[src/rtl/hwpe_ctrl_package.sv]
// Shared HWPE control types: job-context states and queue status flags.
// The context queue and register file agree on these encodings.
package hwpe_ctrl_package;

   localparam int REGFILE_N_CONTEXT = 4;
   localparam int REGFILE_CTX_W     = $clog2(REGFILE_N_CONTEXT);

   typedef enum logic [1:0] {
      CTX_FREE      = 2'd0,
      CTX_ACQUIRED  = 2'd1,
      CTX_COMMITTED = 2'd2,
      CTX_RUNNING   = 2'd3
   } ctx_state_e;

   typedef struct packed {
      logic [REGFILE_CTX_W-1:0] pointer_ctx;
      logic [REGFILE_CTX_W-1:0] running_ctx;
      logic                     is_working;
      logic                     status;
   } ctx_queue_flags_t;

endpackage

[src/rtl/hwpe_ctrl_ctx_queue.sv]
// Job-context ring: cores acquire and commit contexts in order,
// the engine consumes them one at a time and signals completion.
module hwpe_ctrl_ctx_queue
   import hwpe_ctrl_package::*;
#(
   parameter int N_CONTEXT = 4,
   parameter int N_CORES   = 16,
   parameter int ID_WIDTH  = 8
) (
   input  logic                         clk_i,
   input  logic                         rst_ni,
   input  logic                         clear_i,
   input  logic                         acquire_req_i,
   input  logic [$clog2(N_CORES)-1:0]   acquire_core_i,
   output logic                         acquire_busy_o,
   output logic [ID_WIDTH-1:0]          acquire_id_o,
   input  logic                         commit_i,
   output logic                         start_o,
   input  logic                         done_i,
   output logic [N_CORES-1:0]           evt_o,
   output logic [$clog2(N_CONTEXT)-1:0] pointer_ctx_o,
   output logic [$clog2(N_CONTEXT)-1:0] running_ctx_o,
   output logic                         is_working_o,
   output logic                         status_o,
   output logic [ID_WIDTH-1:0]          nb_finished_o
);

   localparam int PW = $clog2(N_CONTEXT);
   localparam int CW = $clog2(N_CORES);

   ctx_state_e          state_q [N_CONTEXT];
   logic [CW-1:0]       owner_q [N_CONTEXT];
   logic [PW-1:0]       pointer_q;
   logic [PW-1:0]       running_q;
   logic [ID_WIDTH-1:0] id_q;
   logic [ID_WIDTH-1:0] nb_finished_q;
   logic                is_working_q;
   logic                start_q;
   logic [N_CORES-1:0]  evt_q;

   logic any_acq;
   logic any_used;
   logic grant;
   logic commit_ok;
   logic start_ok;
   logic done_ok;

   always_comb begin
      any_acq  = 1'b0;
      any_used = 1'b0;
      for (int i = 0; i < N_CONTEXT; i++) begin
         if (state_q[i] == CTX_ACQUIRED) any_acq = 1'b1;
         if (state_q[i] != CTX_FREE) any_used = 1'b1;
      end
   end

   // Only the context at pointer_q can be ACQUIRED, so commit targets it.
   assign acquire_busy_o = any_acq || (state_q[pointer_q] != CTX_FREE);
   assign grant     = acquire_req_i && !acquire_busy_o;
   assign commit_ok = commit_i && any_acq;
   assign start_ok  = !is_working_q && (state_q[running_q] == CTX_COMMITTED);
   assign done_ok   = done_i && is_working_q;

   always_ff @(posedge clk_i or negedge rst_ni) begin
      if (!rst_ni) begin
         for (int i = 0; i < N_CONTEXT; i++) begin
            state_q[i] <= CTX_FREE;
            owner_q[i] <= '0;
         end
         pointer_q     <= '0;
         running_q     <= '0;
         id_q          <= '0;
         nb_finished_q <= '0;
         is_working_q  <= 1'b0;
         start_q       <= 1'b0;
         evt_q         <= '0;
      end else if (clear_i) begin
         for (int i = 0; i < N_CONTEXT; i++) begin
            state_q[i] <= CTX_FREE;
            owner_q[i] <= '0;
         end
         pointer_q     <= '0;
         running_q     <= '0;
         id_q          <= '0;
         nb_finished_q <= '0;
         is_working_q  <= 1'b0;
         start_q       <= 1'b0;
         evt_q         <= '0;
      end else begin
         start_q <= start_ok;
         evt_q   <= '0;
         if (grant) begin
            state_q[pointer_q] <= CTX_ACQUIRED;
            owner_q[pointer_q] <= acquire_core_i;
            id_q               <= id_q + 1'b1;
         end
         if (commit_ok) begin
            state_q[pointer_q] <= CTX_COMMITTED;
            pointer_q          <= pointer_q + 1'b1;
         end
         if (start_ok) begin
            state_q[running_q] <= CTX_RUNNING;
            is_working_q       <= 1'b1;
         end
         // Done and start are exclusive: start needs the engine idle.
         if (done_ok) begin
            state_q[running_q] <= CTX_FREE;
            running_q          <= running_q + 1'b1;
            is_working_q       <= 1'b0;
            evt_q              <= N_CORES'(1) << owner_q[running_q];
            if (nb_finished_q != '1) nb_finished_q <= nb_finished_q + 1'b1;
         end
      end
   end

   assign acquire_id_o  = id_q;
   assign start_o       = start_q;
   assign evt_o         = evt_q;
   assign pointer_ctx_o = pointer_q;
   assign running_ctx_o = running_q;
   assign is_working_o  = is_working_q;
   assign status_o      = any_used;
   assign nb_finished_o = nb_finished_q;

endmodule

[config.mk]
export PLATFORM = sky130hd
export DESIGN_NAME = hwpe_ctrl_ctx_queue
export DESIGN_NICKNAME = d
export VERILOG_FILES = /design/src/rtl/hwpe_ctrl_package.sv /design/src/rtl/hwpe_ctrl_ctx_queue.sv
export SDC_FILE = /design/constraint.sdc
export NUM_CORES = 1
export LEC_CHECK = 0
export ABC_AREA = 1
export CAP_MARGIN = 40
export CORE_MARGIN = 4
export CORE_UTILIZATION = 44
export CTS_CLUSTER_SIZE = 14
export DETAILED_ROUTE_END_ITERATION = 10
export PLACE_DENSITY = 0.73
export SLEW_MARGIN = 15
export SYNTH_ARGS = -nofsm -noshare
export SYNTH_HDL_FRONTEND = slang
export SYNTH_SLANG_ARGS = --single-unit
[constraint.sdc]
create_clock -name clk_i -period 2.1 [get_ports clk_i]
set_clock_uncertainty 0.1 [all_clocks]
set_input_delay 0.63 -clock clk_i [delete_from_list [all_inputs] [get_ports clk_i]]
set_output_delay 0.63 -clock clk_i [all_outputs]
set_load 0.02 [all_outputs]
=== Word-level counts from Yosys, hierarchy flattened ===
Cells that the tools add are included.

* Add/subtract/negate cells: 4
* Multiply operators: 0
* Div/mod/pow operators: 0
* Magnitude comparators: 4
* Equal/unequal tests: 6
* Shifts and indexed selects: 1
* Mux-type cells: 49
* Bitwise operators: 11
* Reductions and logical operators: 20

{| class="wikitable"
|+ Operators by type and width
! cell !! number
|-
| 8-bit 2-to-1 mux || 13
|-
| 16-bit 2-to-1 mux || 4
|-
| 2-bit 2-to-1 mux || 10
|-
| 2-bit nonzero test || 9
|-
| 8-bit by 1-bit adder with 8-bit output (second input constant) || 2
|-
| 16-bit bitwise mux || 1
|-
| 1-bit by 4-bit left shift with 16-bit output (first input constant) || 1
|-
| 1-bit 2-to-1 mux || 12
|-
| 4-bit 2-to-1 mux || 3
|-
| 4-bit bitwise AND || 2
|-
| 8-bit bitwise AND || 1
|-
| 2-bit binary-select mux with 2-bit select || 2
|-
| 4-bit binary-select mux with 2-bit select || 1
|-
| 2-bit demux with 2-bit select || 2
|-
| 4-bit demux with 2-bit select || 1
|-
| 2-bit by 1-bit == test with 1-bit output (second input constant) || 4
|-
| 8-bit inequality test (second input constant) || 1
|-
| 4-bit inverter || 2
|-
| 8-bit inverter || 1
|-
| 4-bit OR || 2
|-
| 8-bit OR || 1
|-
| 3-bit >= comparator (second input constant) || 2
|-
| 1-bit logical AND || 6
|-
| 3-bit by 1-bit less-than comparator with 1-bit output (second input constant) || 2
|-
| other kinds (7) || 10
|}

* Register bits after elaboration: 62
* Bits in latches: 0
* RAM bits: 0
* ROM bits: 0
* Bits of input ports: 10
* Output and inout port bits: 40
* Word-level logic and storage cells: 110
* Memories kept: 0

=== Depth between registers and ports, before layout ===
Gate-level depths: netlist of run 1.

* Depth in word-level cells: 19
* Depth in mapped cells: 10

=== Worst setup path after synthesis of run 1 ===
Ideal clock, no wire load.

* Path kind: register -> output
* From: register pointer_q[0], in the netlist pointer_ctx_o[0]
* To: output acquire_busy_o
* Arrival time: 1114 ps
* Required time: 1370 ps
* Slack: 256 ps
* Cell stages (with the launch flop): 6
* Path buffers: 0
* Cells stage by stage: dfrtp_1 > inv_1 > o21ai_0 > nand3_1 > nand2_2 > nand2_1

* Word-level cells in the longest chain between the ends: 6

{| class="wikitable"
|+ Ends and longest elaborated chain
! what !! RTL line !! RTL
|-
| start: declaration || hwpe_ctrl_ctx_queue.sv:33 || <nowiki>logic [PW-1:0] pointer_q;</nowiki>
|-
| start signal: assignment || hwpe_ctrl_ctx_queue.sv:99 || <nowiki>pointer_q <= pointer_q + 1'b1;</nowiki>
|-
| 2-bit inverter with 3-bit output (implied by the code) || hwpe_ctrl_ctx_queue.sv:58 || <nowiki>assign acquire_busy_o = any_acq || (state_q[pointer_q] != CTX_FREE);</nowiki>
|-
| 2-bit binary-select mux with 2-bit select || hwpe_ctrl_ctx_queue.sv:58 ||
|-
| 2-bit 2-to-1 mux (implied by the code) (2 in a row) || hwpe_ctrl_ctx_queue.sv:58 ||
|-
| 2-bit nonzero test || hwpe_ctrl_ctx_queue.sv:58 ||
|-
| 1-bit logical OR || hwpe_ctrl_ctx_queue.sv:58 ||
|-
| end: declaration || hwpe_ctrl_ctx_queue.sv:15 || <nowiki>output logic acquire_busy_o,</nowiki>
|}

Every way passes these cells. The select of a mux whose other input is x is not followed.

=== Worst setup path in the final report of run 1 ===
* From: register state_q[5] in the netlist's numbering
* To: output status_o

* Word-level cells in the longest chain between the ends: 4

{| class="wikitable"
|+ Ends and longest elaborated chain
! what !! RTL line !! RTL
|-
| start: declaration || hwpe_ctrl_ctx_queue.sv:31 || <nowiki>ctx_state_e state_q [N_CONTEXT];</nowiki>
|-
| start signal: indexed assignment || hwpe_ctrl_ctx_queue.sv:67 || <nowiki>state_q[i] <= CTX_FREE;</nowiki>
|-
| start signal: indexed assignment || hwpe_ctrl_ctx_queue.sv:79 || <nowiki>state_q[i] <= CTX_FREE;</nowiki>
|-
| start signal: indexed assignment || hwpe_ctrl_ctx_queue.sv:93 || <nowiki>state_q[pointer_q] <= CTX_ACQUIRED;</nowiki>
|-
| 2-bit nonzero test || hwpe_ctrl_ctx_queue.sv:53 || <nowiki>if (state_q[i] != CTX_FREE) any_used = 1'b1;</nowiki>
|-
| 1-bit 2-to-1 mux (3 in a row) || hwpe_ctrl_ctx_queue.sv:53 ||
|-
| end: declaration || hwpe_ctrl_ctx_queue.sv:24 || <nowiki>output logic status_o,</nowiki>
|}

Every way passes these cells.

==> run metrics, run 1 <==
reg2reg setup slack=0.24 ns; Tot GR Track Use=0.186; Final Instance Area=4130 um2; Reg-to-Reg Start=running_ctx_o[0]; first-pass GRT wire length=12,600 um; Core ar.=6830 um2; routed length per placed instance=12.9 um; Clock H-tree levels=3; slew margin rel.=0.743; pin count of the biggest net entering global routing=63; Final #Nets=489; Die Width=92.1 um; leakage=2.10 nW; post-synth cell types=27; drt via density=4.91; Max-cap violations=0; vias post-DR=2,798; Final setup viols=0; initial cell density of the core=0.456; part of the Yosys area used for sequential elements=0.498; CP Data Required Time=1.37 ns; Post-Syn Area=3110 um2; Slew @ Worst Pin=0.385 ns; run status=complete, no violations; Yosys Warn Count=0; FF+latch count, synth=62; vias in the first global route=2,828; Fmax achieved=0.482 GHz; arrival time at the worst endpoint=1.35 ns; DRC=0; Syn-to-layout area delta=32.5%; Setup crit end kind=primary output; final core utilization=0.604; Final GP Congestion=0.873; RSZ-0062 raised after global routing=yes; Die Ht=92.1 um; I/O Buffers=49; Row Count=30; critical path peak fanout=2; Synth Net Count=408; TritonCTS Buffers=9; post-route ant nets=0; R2R depth=8; deepest clock path buffer count=2; Min Hold Slack=0.183 ns; CP Class=flip-flop to primary output; Clock Sinks=62; Place WS=-0.0736 ns; CTS tree=built; antenna violations before repair=0; placed cell area=3900 um2; Critical R2R Capture=state_q[7]; share of cells above drive strength 1=0.127; Worst VDD drop=0.508 mV; Non-Filler Instances=570; Mapped Cells=388; top cell type's share of synthesized area=0.498; Final WS setup=0.0246 ns; PwrDens=1010 nW/um2; Hold Crit Class=input port to asynchronous set/reset pin; gr ovfl total=0; clock latency on the worst-skew pair=0.34 ns; fin crit share=0.988; Die Area=8490 um2; initial DRC count=176; io pins=50; crit path launch type=flip-flop; diode count=0; Mapped Avg Cell Area=8.03 um2; final worst path period need=2.08 ns; leading area contributor after synthesis=dfrtp_1; Fin. Hold Viols=0; root buffer cell=clkbuf_8; hpwl dp=5380 um; Placed Cells=553; Slew Limit Fails=0; Reg clk slew, reported paths=0.07 ns; WL final=7330 um; top cells by area, synth=dfrtp_1 50%, nand2_1 14%, nor2_1 6.5%; DR pass1 iterations=4
[cell usage after synthesis]
cell type,number
o31ai_1,9
nand2_1,117
dfrtp_1,62
and2_1,5
buf_2,5
xor2_1,5
a211oi_1,1
a32o_1,1
clkinv_1,1
a32oi_1,2
nand3_1,26
o22ai_1,1
nor4_1,1
ha_1,10
o21ai_0,13
xnor2_1,4
nand3_4,1
o21ai_2,1
nor2_4,1
inv_1,37
clkbuf_1,3
a21oi_1,15
nand4_1,9
nor2_1,54
buf_6,1
nor3_1,2
nand2_2,1
[registers in the layout, indices dropped and copies added (netlist names), 2 cells and up]
| register | flops |
|---|---|
| running_ctx_o | 2 |
| owner_q | 16 |
| nb_finished_o | 8 |
| pointer_ctx_o | 2 |
| state_q | 8 |
| acquire_id_o | 8 |
| evt_o | 16 |
[cell type report]
class	count	area [um2]
Clock buffer	12	145
Clock inverter	4	70.1
Fill cell	627	2710
Inverter	38	143
Multi-Input combinational cell	279	1390
Sequential cell	62	1550
Tap cell	96	120
Timing Repair Buffer	79	706
[per-stage QoR]
step / power, mW / TNS (ns)
4_1_cts: 4.15 / -0.0193
3_3_place_gp: 3.01 / -0.000284
6_report: 4.17 / 0
3_5_place_dp: 3.05 / -0.187
2_1_floorplan: 2.40 / 0
5_1_grt: 4.44 / -0.0454
[placed cells by master, fill, tap and decap left out, types with 3 or more instances in the layout]
master           netlist  layout
and2_1                 5       5
nand2_1              117     115
nand4_1                9       9
dlymetal6s2s_1         0       3
dfrtp_1               62      60
clkbuf_8               0      10
clkdlybuf4s50_1        0      26
ha_1                  10      10
dlygate4sd2_1          0      17
nor2_1                54      54
nand2_2                1       3
nand3_1               26      26
o21ai_0               13      11
a21oi_1               15      15
xor2_1                 5       5
inv_2                  0       3
xnor2_1                4       4
inv_1                 37      34
buf_4                  0      29
o31ai_1                9       9
[logic make-up after synthesis]
group                    count (synthesis)  synth area share
flip-flops                              62             0.498
buffers and inverters                   47            0.0611
AND/OR/NAND/NOR                        217             0.292
adder cells (fa/ha/maj)                 10            0.0402
XOR/XNOR                                 9            0.0253
AO/OA/AOI/OAI                           43            0.0828
[layer usage]
layer | part of all wire | global-route usage | wire [um]
met1 | 0.42 | 0.212 | 3080
met2 | 0.52 | 0.333 | 3830
met3 | 0.038 | 0.0492 | 279
met4 | 0.020 | 0.0718 | 145
met5 | 0 | 0 | 0
[critical path, stage by stage (launching register included)]
cell and delay, ns:
dfrtp_1 0.40, inv_2 0.07, nand2_2 0.07, nor4_2 0.21
nand3_1 0.12, buf_6 0.14
[power by group]
part	leakage, nW	switching [mW]	internal (mW)
Combinational	1.13	0.921	0.632
Sequential	0.853	0.139	1.34
Clock	0.110	0.441	0.698
[how the worst max path moves through the flow]
stage | to | from | cells past startpoint | slack, ns
after CTS | status_o | state_q[2] | 5 | -0.02
after global routing | status_o | state_q[4] | 5 | -0.05
after detailed placement | status_o | state_q[2] | 5 | -0.07
after global placement | status_o | state_q[2] | 5 | -0.0003
final | status_o | state_q[5] | 5 | 0.02
after floorplan | acquire_busy_o | pointer_ctx_o[0] | 5 | 0.26
[what timing repair did]
action	in CTS	in global routing
hold buffers	0	0
pin swaps	0	2
gates cloned	0	0
setup endpoints to repair	19	5
hold endpoints to repair	0	0
setup buffers	0	1
gates resized for setup	27	14
Power figures use the tool's default switching activity.
==> run 2: changes to the inputs <==
- CTS_CLUSTER_SIZE: 14 -> 28
==> results of run 2 <==
Same layout as run 1: the final DEF is identical, and so are final timing and power.
==> run 3: changes to the inputs <==
- CORE_MARGIN: 4 -> 1
==> run 3 against run 2 <==
Worst hold slack better by 0.015 ns. Wire length is 2.1% lower. Via count is 1.1% higher. Die area is 13% lower. Fmax is 0.45% lower. Power is 3.0% higher. Final area is 0.64% higher. Register-to-register slack hardly changed. Combinational power hardly changed. Sequential share of layout area is 0.27 points lower. Clock-buffer cell count is 1 lower. Flip-flop and latch count stayed put. Largest power group unchanged.
==> run metrics, run 3 (synthesized netlist as in run 1, its figures left out) <==
CP Data Required Time=1.37 ns; commonest non-fill, non-tap cells in the layout=116 x nand2_1, 61 x dfrtp_1, 54 x nor2_1; Die Ht=86.1 um; initial DRC count=201; met1 WL=3270 um; Core ar.=6830 um2; clock latency on the worst-skew pair=0.33 ns; Final setup viols=0; share of cells above drive strength 1=0.120; Final Instance Area=4150 um2; hpwl dp=5160 um; register share of total power=0.343; antenna violations before repair=0; initial cell density of the core=0.456; Fill cells=607; leakage=2.10 nW; Clock Sinks=62; routed length per placed instance=12.6 um; crit path launch type=flip-flop; crit path cell chain=inv_2 -> nand2_2 -> nor4_2 -> nand3_1 -> buf_6; deepest clock path buffer count=2; worst path bufs/invs=2; io pins=50; TritonCTS Buffers=9; final worst path period need=2.08 ns; Clock H-tree levels=3; commonest non-fill, non-tap cell in the layout=nand2_1; PwrDens=1030 nW/um2; critical path peak fanout=3; Final WS setup=0.0152 ns; first-pass GRT wire length=12,000 um; flip-flop and latch area=1550 um2; Max-cap violations=0; vias post-DR=2,830; WL final=7170 um; met3 WL=290 um; placed cell area=3910 um2; area occupied by multi-input gates=1380 um2; metal2 WL=3540 um; Tot GR Track Use=0.211; Place WS=-0.0472 ns; Syn-to-layout area delta=33.3%; drt via density=4.96; RSZ-0062 raised after global routing=yes; pin count of the biggest net entering global routing=63; CP peak stage delay=0.40 ns; Slew Limit Fails=0; Slowest cell on crit path=dfrtp_1; Reg clk slew, reported paths=0.07 ns; run status=complete, no violations; DR pass1 iterations=5; Non-Filler Instances=570; Slew @ Worst Pin=0.368 ns; post-route ant nets=0; CP Class=flip-flop to primary output; P_int=2.78 mW; Hold Crit Class=input port to asynchronous set/reset pin; Final #Nets=489; Setup crit end kind=primary output; Die Area=7420 um2; fin crit share=0.993; Worst VDD drop=0.459 mV; CTS tree=built; Placed Cells=554; DRC=0; CP top delay family=flip-flops; Switching Fraction=0.352; Fmax achieved=0.480 GHz; Row Count=30; Fin. Hold Viols=0; I/O Buffers=49; diode count=0; gr ovfl total=0; logic gate share of total power=0.358; Highest Signal Layer=met4; arrival time at the worst endpoint=1.35 ns; Final GP Congestion=0.895; vias in the first global route=2,640; setup repair bufs after CTS=0; Clk pwr share=0.299; Die Width=86.1 um; slew margin rel.=0.754; switching pwr=1.51 mW; root buffer cell=clkbuf_8
[run 3: layout make-up]
class	count	area share
Sequential cell	62	0.374
Multi-Input combinational cell	279	0.333
Timing Repair Buffer	79	0.170
Inverter	38	0.0344
Clock buffer	11	0.0341
Tap cell	96	0.0289
Clock inverter	5	0.0256
[run 3: what timing repair did]
item,CTS,global route
hold buffers,0,0
setup endpoints to repair,18,5
resized for setup,25,10
pin swaps,0,2
[run 3: final timing paths]
path	from	to	slack, ns	cells past startpoint
max reg2reg	running_ctx_o[0]	state_q[7]	0.25	8
min in group clk_i	owner_q[3]	owner_q[3]	0.37	2
max in group asynchronous	rst_ni	state_q[7]	1.41	2
max	state_q[5]	status_o	0.02	5
min reg2reg	owner_q[3]	owner_q[3]	0.37	2
min	rst_ni	acquire_id_o[4]	0.20	2
[run 3: per-layer routing]
metal,global-route usage,up-vias
li1,-,1408
met1,0.271,1349
met2,0.347,66
met3,0.0443,7
met4,0.0848,0
met5,0,-
[run 3: power by group through the flow]
stage | clock network (mW) | logic, mW | registers [mW]
2_1_floorplan | 0 | 0.858 | 1.54
3_3_place_gp | 0 | 1.52 | 1.48
3_5_place_dp | 0 | 1.54 | 1.49
4_1_cts | 1.31 | 1.49 | 1.46
5_1_grt | 1.37 | 1.69 | 1.49
6_report | 1.29 | 1.54 | 1.47
[run 3: stage by stage]
| stage | total power [mW] | util | hold slack (ns) | setup TNS [ns] |
|---|---|---|---|---|
| after floorplan | 2.40 | - | 0.234 | 0 |
| after global placement | 3.00 | 0.572 | 0.354 | -0.0159 |
| after detailed placement | 3.03 | 0.572 | 0.359 | -0.175 |
| after CTS | 4.27 | 0.604 | 0.208 | 0 |
| after global routing | 4.55 | 0.608 | 0.211 | -0.0586 |
| final | 4.29 | 0.608 | 0.198 | 0 |
[run 3: worst reg2reg max path, cell delays in order (launching register included)]
cell	delay, ns
dfrtp_1	0.47
inv_1	0.31
nand3_1	0.16
nand3_1	0.09
nand3_1	0.12
inv_1	0.15
nand2_1	0.09
and2_1	0.14
a21oi_1	0.14
